File: config.mk
export PLATFORM = sky130hd
export DESIGN_NAME = ifetch_flat
export DESIGN_NICKNAME = d
export VERILOG_FILES = /design/src/rtl/mycpu_pkg.sv /design/src/rtl/ifetch_if.sv /design/src/rtl/ifetch.sv /design/src/flat_wrapper.sv
export SDC_FILE = /design/constraint.sdc
export NUM_CORES = 1
export LEC_CHECK = 0
export ABC_AREA = 1
export CORE_MARGIN = 2
export CORE_UTILIZATION = 32
export DETAILED_ROUTE_END_ITERATION = 6
export PLACE_DENSITY = 0.8
export SLEW_MARGIN = 20
export SYNTH_ARGS = -nofsm -noshare
export SYNTH_HDL_FRONTEND = slang
export SYNTH_SLANG_ARGS = --single-unit
File: constraint.sdc
create_clock -name clk -period 1.29 [get_ports clk]
set_input_delay 0.1935 -clock clk [delete_from_list [all_inputs] [get_ports clk]]
set_output_delay 0.1935 -clock clk [all_outputs]
set_load 0.02 [all_outputs]
File: src/rtl/mycpu_pkg.sv
// Shared CPU types.
// Contents:
//   pc_t           - PC step code driven by fetch into the PC register.
//   ifetch_state_t - fetch stage FSM states.
//   REDIR_BRA/JMP  - encodings of redir_kind.
package mycpu_pkg;

  typedef enum logic [1:0] {
    PC_NOP = 2'd0,
    PC_INC = 2'd1,
    PC_BRA = 2'd2,
    PC_JMP = 2'd3
  } pc_t;

  typedef enum logic [2:0] {
    IDLE  = 3'd0,
    REQ   = 3'd1,
    HOLD  = 3'd2,
    DRAIN = 3'd3,
    ERR   = 3'd4
  } ifetch_state_t;

  localparam logic REDIR_BRA = 1'b0;
  localparam logic REDIR_JMP = 1'b1;

endpackage

File: src/rtl/ifetch_if.sv
// Fetch-stage bus bundle.
// Carries the instruction memory req/ack channel and the instruction
// register valid/ready channel to decode.
//   master - fetch stage side (drives req/addr and the IR outputs)
//   slave  - memory/decode side
interface ifetch_if;

  logic        imem_req;
  logic [15:0] imem_addr;
  logic        imem_ack;
  logic [15:0] imem_rdata;
  logic        ir_valid;
  logic [15:0] ir_data;
  logic [15:0] ir_pc;
  logic        ir_ready;

  modport master (
    output imem_req, imem_addr, ir_valid, ir_data, ir_pc,
    input  imem_ack, imem_rdata, ir_ready
  );

  modport slave (
    input  imem_req, imem_addr, ir_valid, ir_data, ir_pc,
    output imem_ack, imem_rdata, ir_ready
  );

endinterface

File: src/rtl/ifetch.sv
// Instruction fetch stage, upstream of the PC register.
// Fetches the word at pc_in over a req/ack memory handshake, holds it in
// the instruction register and offers it to decode with valid/ready.
// Drives the PC step code every cycle: INC on an accepted fetch,
// BRA/JMP on a redirect from execute, NOP otherwise.
//
// Ports:
//   clk, rst_n          clock, asynchronous active-low reset
//   pc_in               current PC
//   ps_out              PC step code (pc_t)
//   ia_out / ra_out     branch offset / jump target to the PC
//   redir_*             single-cycle redirect request from execute
//   fetch_err           sticky fetch timeout flag
//   bus (master)        imem_req/addr/ack/rdata and ir_valid/data/pc/ready
//
// Build option: IFETCH_TIMEOUT_EN enables the imem_ack wait counter
// (limit TIMEOUT cycles) and the ERR state. Without it the stage waits
// forever for ack and fetch_err is tied low.
//
// state | meaning
// IDLE  | one cycle after reset before the first fetch
// REQ   | request outstanding at pc_in
// HOLD  | IR holds a valid word for decode
// DRAIN | request outstanding for a squashed fetch, data will be dropped
// ERR   | ack timeout, exits only by reset
module ifetch
  import mycpu_pkg::*;
#(
  parameter int TIMEOUT = 255
) (
  input  logic          clk,
  input  logic          rst_n,
  input  logic [15:0]   pc_in,
  output pc_t           ps_out,
  output logic [15:0]   ia_out,
  output logic [15:0]   ra_out,
  input  logic          redir_valid,
  input  logic          redir_kind,
  input  logic [15:0]   redir_off,
  input  logic [15:0]   redir_tgt,
  output logic          fetch_err,
  ifetch_if.master      bus
);

  if (TIMEOUT < 1) begin : g_bad_timeout
    $error("ifetch: TIMEOUT must be at least 1");
  end

  ifetch_state_t state_q, state_d;
  logic [15:0]   ir_data_q, ir_data_d;
  logic [15:0]   ir_pc_q, ir_pc_d;
  pc_t           redir_ps;
  logic          timeout_hit;

`ifdef IFETCH_TIMEOUT_EN
  localparam int CW = $clog2(TIMEOUT + 1);

  logic [CW-1:0] cnt_q, cnt_d;
  logic          waiting;

  assign waiting     = ((state_q == REQ) || (state_q == DRAIN)) && !bus.imem_ack;
  assign cnt_d       = waiting ? cnt_q + CW'(1) : '0;
  // Reaching TIMEOUT happens on the edge where cnt_q would step to it.
  assign timeout_hit = waiting && (cnt_q == CW'(TIMEOUT - 1));
  assign fetch_err   = (state_q == ERR);

  always_ff @(posedge clk or negedge rst_n) begin
    if (!rst_n) cnt_q <= '0;
    else        cnt_q <= cnt_d;
  end
`else
  assign timeout_hit = 1'b0;
  assign fetch_err   = 1'b0;
`endif

  assign redir_ps = (redir_kind == REDIR_JMP) ? PC_JMP : PC_BRA;

  always_comb begin
    state_d   = state_q;
    ps_out    = PC_NOP;
    ir_data_d = ir_data_q;
    ir_pc_d   = ir_pc_q;

    case (state_q)
      IDLE: begin
        if (redir_valid) ps_out = redir_ps;
        state_d = REQ;
      end
      REQ: begin
        if (redir_valid) begin
          ps_out = redir_ps;
          // Without ack the request must stay up until memory answers.
          state_d = bus.imem_ack ? REQ : DRAIN;
        end else if (bus.imem_ack) begin
          ps_out    = PC_INC;
          ir_data_d = bus.imem_rdata;
          ir_pc_d   = pc_in;
          state_d   = HOLD;
        end
      end
      HOLD: begin
        if (redir_valid) begin
          ps_out  = redir_ps;
          state_d = REQ;
        end else if (bus.ir_ready) begin
          state_d = REQ;
        end
      end
      DRAIN: begin
        if (redir_valid) ps_out = redir_ps;
        if (bus.imem_ack) state_d = REQ;
      end
      ERR: begin
        state_d = ERR;
      end
      default: begin
        state_d = IDLE;
      end
    endcase

    if (timeout_hit) state_d = ERR;
  end

  always_ff @(posedge clk or negedge rst_n) begin
    if (!rst_n) begin
      state_q   <= IDLE;
      ir_data_q <= '0;
      ir_pc_q   <= '0;
    end else begin
      state_q   <= state_d;
      ir_data_q <= ir_data_d;
      ir_pc_q   <= ir_pc_d;
    end
  end

  assign ia_out        = redir_off;
  assign ra_out        = redir_tgt;
  assign bus.imem_req  = (state_q == REQ) || (state_q == DRAIN);
  assign bus.imem_addr = pc_in;
  assign bus.ir_valid  = (state_q == HOLD);
  assign bus.ir_data   = ir_data_q;
  assign bus.ir_pc     = ir_pc_q;

endmodule

File: src/flat_wrapper.sv
// flat-port wrapper written by rule: the top's interface ports become plain ports
module ifetch_flat import mycpu_pkg::*;
#(
  parameter int TIMEOUT = 255
)
  (clk, rst_n, pc_in, ps_out, ia_out, ra_out, redir_valid, redir_kind, redir_off, redir_tgt, fetch_err, bus_imem_req, bus_imem_addr, bus_ir_valid, bus_ir_data, bus_ir_pc, bus_imem_ack, bus_imem_rdata, bus_ir_ready);
  ifetch_if bus_i ();
  input  logic clk;
  input  logic rst_n;
  input  logic [15:0] pc_in;
  output pc_t ps_out;
  output logic [15:0] ia_out;
  output logic [15:0] ra_out;
  input  logic redir_valid;
  input  logic redir_kind;
  input  logic [15:0] redir_off;
  input  logic [15:0] redir_tgt;
  output logic fetch_err;
  output wire logic [$bits(bus_i.imem_req)-1:0] bus_imem_req;
  output wire logic [$bits(bus_i.imem_addr)-1:0] bus_imem_addr;
  output wire logic [$bits(bus_i.ir_valid)-1:0] bus_ir_valid;
  output wire logic [$bits(bus_i.ir_data)-1:0] bus_ir_data;
  output wire logic [$bits(bus_i.ir_pc)-1:0] bus_ir_pc;
  input wire logic [$bits(bus_i.imem_ack)-1:0] bus_imem_ack;
  input wire logic [$bits(bus_i.imem_rdata)-1:0] bus_imem_rdata;
  input wire logic [$bits(bus_i.ir_ready)-1:0] bus_ir_ready;
  assign bus_imem_req = bus_i.imem_req;
  assign bus_imem_addr = bus_i.imem_addr;
  assign bus_ir_valid = bus_i.ir_valid;
  assign bus_ir_data = bus_i.ir_data;
  assign bus_ir_pc = bus_i.ir_pc;
  assign bus_i.imem_ack = bus_imem_ack;
  assign bus_i.imem_rdata = bus_imem_rdata;
  assign bus_i.ir_ready = bus_ir_ready;
  ifetch #(.TIMEOUT(TIMEOUT)) u_core (.clk(clk), .rst_n(rst_n), .pc_in(pc_in), .ps_out(ps_out), .ia_out(ia_out), .ra_out(ra_out), .redir_valid(redir_valid), .redir_kind(redir_kind), .redir_off(redir_off), .redir_tgt(redir_tgt), .fetch_err(fetch_err), .bus(bus_i));
endmodule
After elaboration in Yosys (flattened, before gate mapping). Index checks and enable logic that the tools add are counted.

Word-level logic and storage cells: 28. Register bits after elaboration: 35.

Bitwise gates (word level): 1. Equality and inequality tests: 7. Muxes and demuxes: 12. Reduce and logical (&&, ||, !) cells: 5.

Operators with widths (number): two-way mux 3 bit (5); case mux 3 bit (5 select lines) (1); == test 3 x 2 -> 1 bit (second input constant) (2); two-way mux 2 bit (3); AND reduction 3 bit (2); case mux 2 bit (2 select lines) (1); == test 3 x 1 -> 1 bit (second input constant) (1); == test 3 bit (second input constant) (1); logical NOT 3 bit (1); != test 3 x 2 -> 1 bit (second input constant) (1); != test 3 bit (second input constant) (1); OR reduction 3 bit (1); two-way mux 1 bit (2); != test 2 bit (second input constant) (1); logical OR 1 bit (1); inverter 1 bit (1).

Depth between registers and ports, before layout. Gate-level depths: netlist of the first run.

Depth after elaboration: 3. Depth in mapped cells: 6.

Worst setup path after synthesis of the first run. No wires, ideal clock.

Path kind: register to output. From: register u_core.state_q[2]. To: output port ps_out[0]. Required time: 1097 ps. Stages on the path, launching flop included: 5. Arrival time: 1120 ps. Setup slack: -23 ps. Buffers on the path: 1. Cell sequence: dfrtp_1 -> nor3_4 -> nand2_2 -> buf_2 -> nand2_1.

Word-level cells in the longest chain between the ends: 3. Elaborated cells between the ends (all ways): 6. Classes of those cells: eq/ne: 3; mux: 1; reduce/logical: 2.

Ends and longest elaborated chain: start, declared (line ifetch.sv:49) `ifetch_state_t state_q, state_d;`; start signal, assigned (line ifetch.sv:130) `state_q <= state_d;`; == test 3 x 2 -> 1 bit or logical NOT 3 bit (tied branches) (line ifetch.sv:84) `case (state_q)`; OR reduction 3 bit (no line); case mux 2 bit (2 select lines) * (line ifetch.sv:84); end, declared (line flat_wrapper.sv:11) `output pc_t ps_out;`.

Mark *: on every way between the ends. The rest lies on a longest branch, timed or not.

Final worst setup path of the first run.
From: register u_core.state_q[0]. To: output port ps_out[0].

Same word-level chain as after synthesis.

==> run_results.csv, run 1 <==
group,metric,value,unit
layout,multiInputGateArea,538,um^2
global_routing,antenna_found_initial,0,
synthesis,synth-async-reset-ratio,100,%
status,status,"finished, violations left",
pwr,power.leakage,1.46,nW
clocking,cts.sinks,35,
pwr,powerDensity,2090,mW/mm^2
critical_path,critical_path_arrival,1210,ps
pwr,ir_drop,1030,uV
placement,dp_hpwl,3200,um
status,violations,"negative setup slack",
synthesis,ys_warn_count,0,
routing,wl_met1,1710,um
global_routing,grt_usage,14.5,%
pwr,power,5.68,mW
placement,place_area,0.00258,mm^2
placement,globalplace.congestion,0.739,
critical_path,critPathMaxFanout,3,
floorplan,rows,27,
global_routing,grt-ovfl-total,0,
global_routing,grt_pass1_vias,1587,
critical_path,required,1100,ps
floorplan,fp.coreArea,0.00551,mm^2
clocking,numCtsBuffers,5,
clocking,root_buffer,"clkbuf_8",
clocking,htreeDepth,2,
layout,diodes,0,
timing,final-hold-violation-count,0,
routing,wl_met2,2170,um
synthesis,yosys.area.top_type,"dfrtp_1",
synthesis,synth_area,0.00183,mm^2
routing,routed.top_layer,"met4",
layout,areaGrowthSynthToFinish,48.1,%
global_routing,grt_max_degree,33,
synthesis,ys_seq_area_share,47.8,%
routing,first_iter_violations,50,
hold_path,min_from,"redir_off[12]",
synthesis,synth_edf_count,0,
timing,setup_viol,2,
synthesis,syn_nets,291,
synthesis,synth.top_cells.by_area,"dfrtp_1 48%, buf_4 20%, nand2_1 15%",
critical_path,end_kind,"primary output",
timing,finClkSkew,6.94,ps
job,maxCapViolCount,0,
routing,vias,1594,
critical_path,reg2reg_to,"u_core.bus.ir_pc[10]",
routing,met3_length,450,um
critical_path,start_kind,"flop",
synthesis,synthFlopType,"dfrtp_1",
clocking,clock_latency,280,ps
layout,drive_gt1_share,16.7,%
routing,postRouteWirelength,4440,um
layout,final-seq-area,878,um^2
routing,ant_nets,0,
placement,dp.cells,346,
critical_path,crit_type,"flop to primary output",
routing,wire_per_inst,12.4,um
synthesis,syn_avg_cell_area,8.29,um^2
floorplan,die_h,79.7,um
timing,fin_crit_sh,109,%
layout,nFillCells,550,
layout,design_area,0.00271,mm^2
timing,drv_slew,0,
clocking,path_clk_slew,70,ps
critical_path,r2r_setup_slack,80,ps
floorplan,start_util,33.3,%
hold_path,hp-class,"input port to primary output",
clocking,clk_path_buf_depth,2,
layout,final_nets,356,
floorplan,ios,155,
synthesis,synth_common_cells,"75 x nand2_1, 49 x buf_4, 36 x nand3_1, 35 x dfrtp_1, 6 x buf_2",
placement,io_buffers,89,
floorplan,die_area,0.00635,mm^2
clocking,cts_tree,"yes",
floorplan,die_w,79.7,um
timing,clock.fmax,713,MHz
timing,fin_ws,-112,ps
synthesis,yosys.area.top_type_share,47.8,%
layout,final_cell_count_no_fill,359,
synthesis,yosys.cell_types.count,15,
routing,drt-pass1-iter-count,4,
timing,fin_crit,1400,ps
routing,avgViaCountPerCell,4.44,
synthesis,syn_inst,221,
synthesis,synth_seq_cells,35,
synthesis,yosysMostFrequentCell,"nand2_1",
hold_path,hold_end,"ia_out[12]",
hold_path,holdPathStages,0,
routing,drc_errors,0,
critical_path,reg2regPathDepth,6,
global_routing,grt_pass1_wl,7130,um
layout,final_util,49.3,%
timing,rsz0062_at_grt,"yes",
critical_path,crit-reg2reg-launch,"u_core.state_q[0]",
[metrics by stage]
stage | hold slack (ps) | worst slack, ps | TNS (ps)
2_1_floorplan | -102 | 23.5 | 0
3_3_place_gp | 157 | -523 | -10430
3_5_place_dp | 168 | -527 | -11040
4_1_cts | 387 | -130 | -278
5_1_grt | 387 | -170 | -407
6_report | 387 | -112 | -196
[power breakdown]
part	switching (mW)	total (mW)	internal [mW]
sequential	0.270	1.90	1.63
combinational	1.63	2.77	1.14
clock	0.386	1.01	0.625
total	2.29	5.68	3.39
[worst max-delay path: stages (launching register included)]
cell and delay (ps):
dfrtp_2 390, inv_2 60, nor3_4 200, nand2_2 100
nand2_2 70, buf_6 110
[layout by cell type (no fill, tap or decap), drive strengths merged]
cell,count
nand2,76
dlygate4sd2,49
nand3,36
clkdlybuf4s50,35
dfrtp,35
buf,31
clkbuf,6
inv,6
nor2,6
nor3,2
a21boi,1
conb,1
clkinv,1
bufinv,1
dlygate4sd3,1
[sequential cells by signal, indices dropped and copies added (netlist names)]
signal              count
u_core.bus.ir_data     16
u_core.bus.ir_pc       16
u_core.state_q          3
[layout make-up]
| class | instances | share of cell area [%] |
|---|---|---|
| timing repair buffer | 116 | 39.3 |
| sequential | 35 | 32.4 |
| multi-input combinational | 122 | 19.8 |
| tap | 72 | 3.32 |
| clock buffer | 6 | 3.04 |
| clock inverter | 2 | 1.29 |
| inverter | 6 | 0.830 |
[routing by layer]
layer,vias to the layer above,track usage (%)
li1,771,-
met1,740,15.4
met2,69,25.3
met3,14,4.64
met4,0,7.93
met5,-,0
[worst max path at each step]
stage	endpoint	startpoint	slack, ps
4_1_cts	bus_ir_valid	u_core.state_q[2]	-130
3_5_place_dp	ps_out[0]	redir_valid	-530
6_report	ps_out[0]	u_core.state_q[0]	-110
2_1_floorplan	ps_out[0]	u_core.state_q[2]	20
3_3_place_gp	ps_out[0]	redir_valid	-520
5_1_grt	bus_ir_valid	u_core.state_q[2]	-170
[timing repair]
action,CTS,global route
setup buffers,1,3
setup endpoints to repair,75,36
pin swaps,2,2
gates cloned,0,0
hold endpoints to repair,17,0
hold buffers,1,0
resized for setup,71,12
[logic make-up after synthesis]
group | Yosys count | synth area share (%)
other | 1 | 0.205
and+or+nand+nor | 120 | 28.1
DFF | 35 | 47.8
AOI/OAI and AO/OA | 1 | 0.410
buffers and inverters | 64 | 23.5
No activity file was read; power rests on OpenSTA's default activity.
==> inputs of run 2 (changes only) <==
--- a/config.mk
+++ b/config.mk
@@ -6,7 +6,6 @@
 export NUM_CORES = 1
 export LEC_CHECK = 0
 export ABC_AREA = 1
-export CORE_MARGIN = 2
 export CORE_UTILIZATION = 32
 export DETAILED_ROUTE_END_ITERATION = 6
 export PLACE_DENSITY = 0.8
==> run_results.csv, run 2 (synthesized netlist as in run 1, its figures left out) <==
group,metric,value,unit
critical_path,crit_chain,"nor3_4 -> nand2_2 -> nand2_2 -> buf_6",
clocking,path_clk_slew,70,ps
routing,wire_per_inst,12.6,um
timing,fin_crit_sh,113,%
global_routing,grt_pass1_wl,7030,um
layout,final_common_cell,"nand2_1",
routing,ant_nets,0,
timing,setup_viol,35,
timing,fin_ws,-168,ps
routing,drt-pass1-iter-count,4,
floorplan,ios,155,
clocking,clk_path_buf_depth,2,
global_routing,grt-ovfl-total,0,
routing,first_iter_violations,56,
pwr,ir_drop,1100,uV
routing,avgViaCountPerCell,4.54,
floorplan,start_util,33.3,%
critical_path,end_kind,"primary output",
timing,final-hold-violation-count,0,
critical_path,critPathTopFamily,"flip-flops",
timing,rsz0062_at_grt,"yes",
critical_path,critical_path_arrival,1260,ps
layout,areaGrowthSynthToFinish,42.0,%
critical_path,cp_num_buf_inv,1,
floorplan,fp.coreArea,0.00551,mm^2
timing,drv_slew,0,
critical_path,path_common_cell,"nand2_2",
placement,place_area,0.00252,mm^2
pwr,power.leakage,1.40,nW
routing,vias,1580,
floorplan,rows,27,
critical_path,critPathMaxFanout,4,
placement,dp_hpwl,2970,um
clocking,htreeDepth,2,
critical_path,crit_slowest_cell,"dfrtp_2",
clocking,cts.sinks,35,
floorplan,die_h,77.7,um
clocking,root_buffer,"clkbuf_8",
clocking,clock_latency,280,ps
timing,fin_crit,1460,ps
clocking,cts_tree,"yes",
floorplan,die_w,77.7,um
timing,timing.setup.tns,-1140,ps
global_routing,grt_pass1_vias,1564,
layout,drive_gt1_share,13.4,%
layout,most-common-layout-cells,"74 x nand2_1, 48 x dlygate4sd2_1, 36 x nand3_1",
hold_path,hp-class,"input port to asynchronous set/reset pin",
placement,globalplace.congestion,0.813,
critical_path,cpPeakStageDelay,470,ps
status,violations,"negative setup slack",
floorplan,die_area,0.00603,mm^2
job,maxCapViolCount,0,
timing,clock.fmax,686,MHz
critical_path,required,1100,ps
timing,finClkSkew,6.15,ps
global_routing,grt_max_degree,33,
layout,diodes,0,
clocking,numCtsBuffers,5,
pwr,powerDensity,2060,mW/mm^2
placement,io_buffers,89,
critical_path,crit_type,"flop to primary output",
global_routing,antenna_found_initial,0,
status,status,"finished, violations left",
routing,postRouteWirelength,4390,um
layout,design_area,0.00260,mm^2
routing,drc_errors,0,
layout,final_nets,346,
critical_path,start_kind,"flop",
global_routing,grt_usage,15.0,%
run 2: layer usage:
layer / GRT usage [%] / share of wire, % / wire length (um)
met5: 0 / 0 / 0
met4: 7.55 / 1.1 / 50
met3: 5.41 / 8.1 / 356
met2: 25.9 / 49 / 2150
met1: 16.1 / 42 / 1840
run 2: final timing paths:
path | to | depth (start not counted) | slack, ps | startpoint
hold reg to reg | u_core.bus.ir_pc[2] | 2 | 470 | u_core.bus.ir_pc[2]
hold / removal | u_core.bus.ir_data[14] | 2 | 390 | rst_n
setup / recovery | ps_out[0] | 4 | -170 | u_core.state_q[2]
setup reg to reg | u_core.bus.ir_pc[0] | 5 | -50 | u_core.state_q[2]
min in group clk | ia_out[5] | 0 | 390 | redir_off[5]
max in group asynchronous | u_core.bus.ir_pc[13] | 3 | 440 | rst_n
run 2: power by group:
part | internal (mW) | switching [mW] | leakage, nW
clock network | 0.419 | 0.366 | 0.0470
registers | 1.63 | 0.270 | 0.432
logic | 1.05 | 1.63 | 0.922
total | 3.09 | 2.26 | 1.40
run 2: metrics by stage:
step	utilization [%]	power, mW	std cells	setup WS (ps)	hold slack [ps]
2_1_floorplan	-	3.58	221	23.5	-102
3_3_place_gp	45.8	4.89	338	-520	170
3_5_place_dp	45.8	4.94	338	-552	173
4_1_cts	46.6	5.39	346	-188	387
5_1_grt	47.3	5.74	348	-229	387
6_report	47.3	5.35	348	-168	387
run 2: cell type report:
class	instances	area, um^2
Clock buffer	6	82.6
Clock inverter	1	5.00
Fill cell	543	2900
Inverter	6	22.5
Multi-Input combinational cell	122	546
Sequential cell	35	877
Tap cell	72	90.1
Timing Repair Buffer	106	980
run 2: repair_timing:
item / CTS / global route
cloned: 0 / 0
gates resized for setup: 71 / 10
setup buffers: 0 / 3
endpoints found under the setup margin: 84 / 34
pin swaps: 1 / 3
hold endpoints to repair: 17 / 0
hold buffers: 1 / 0
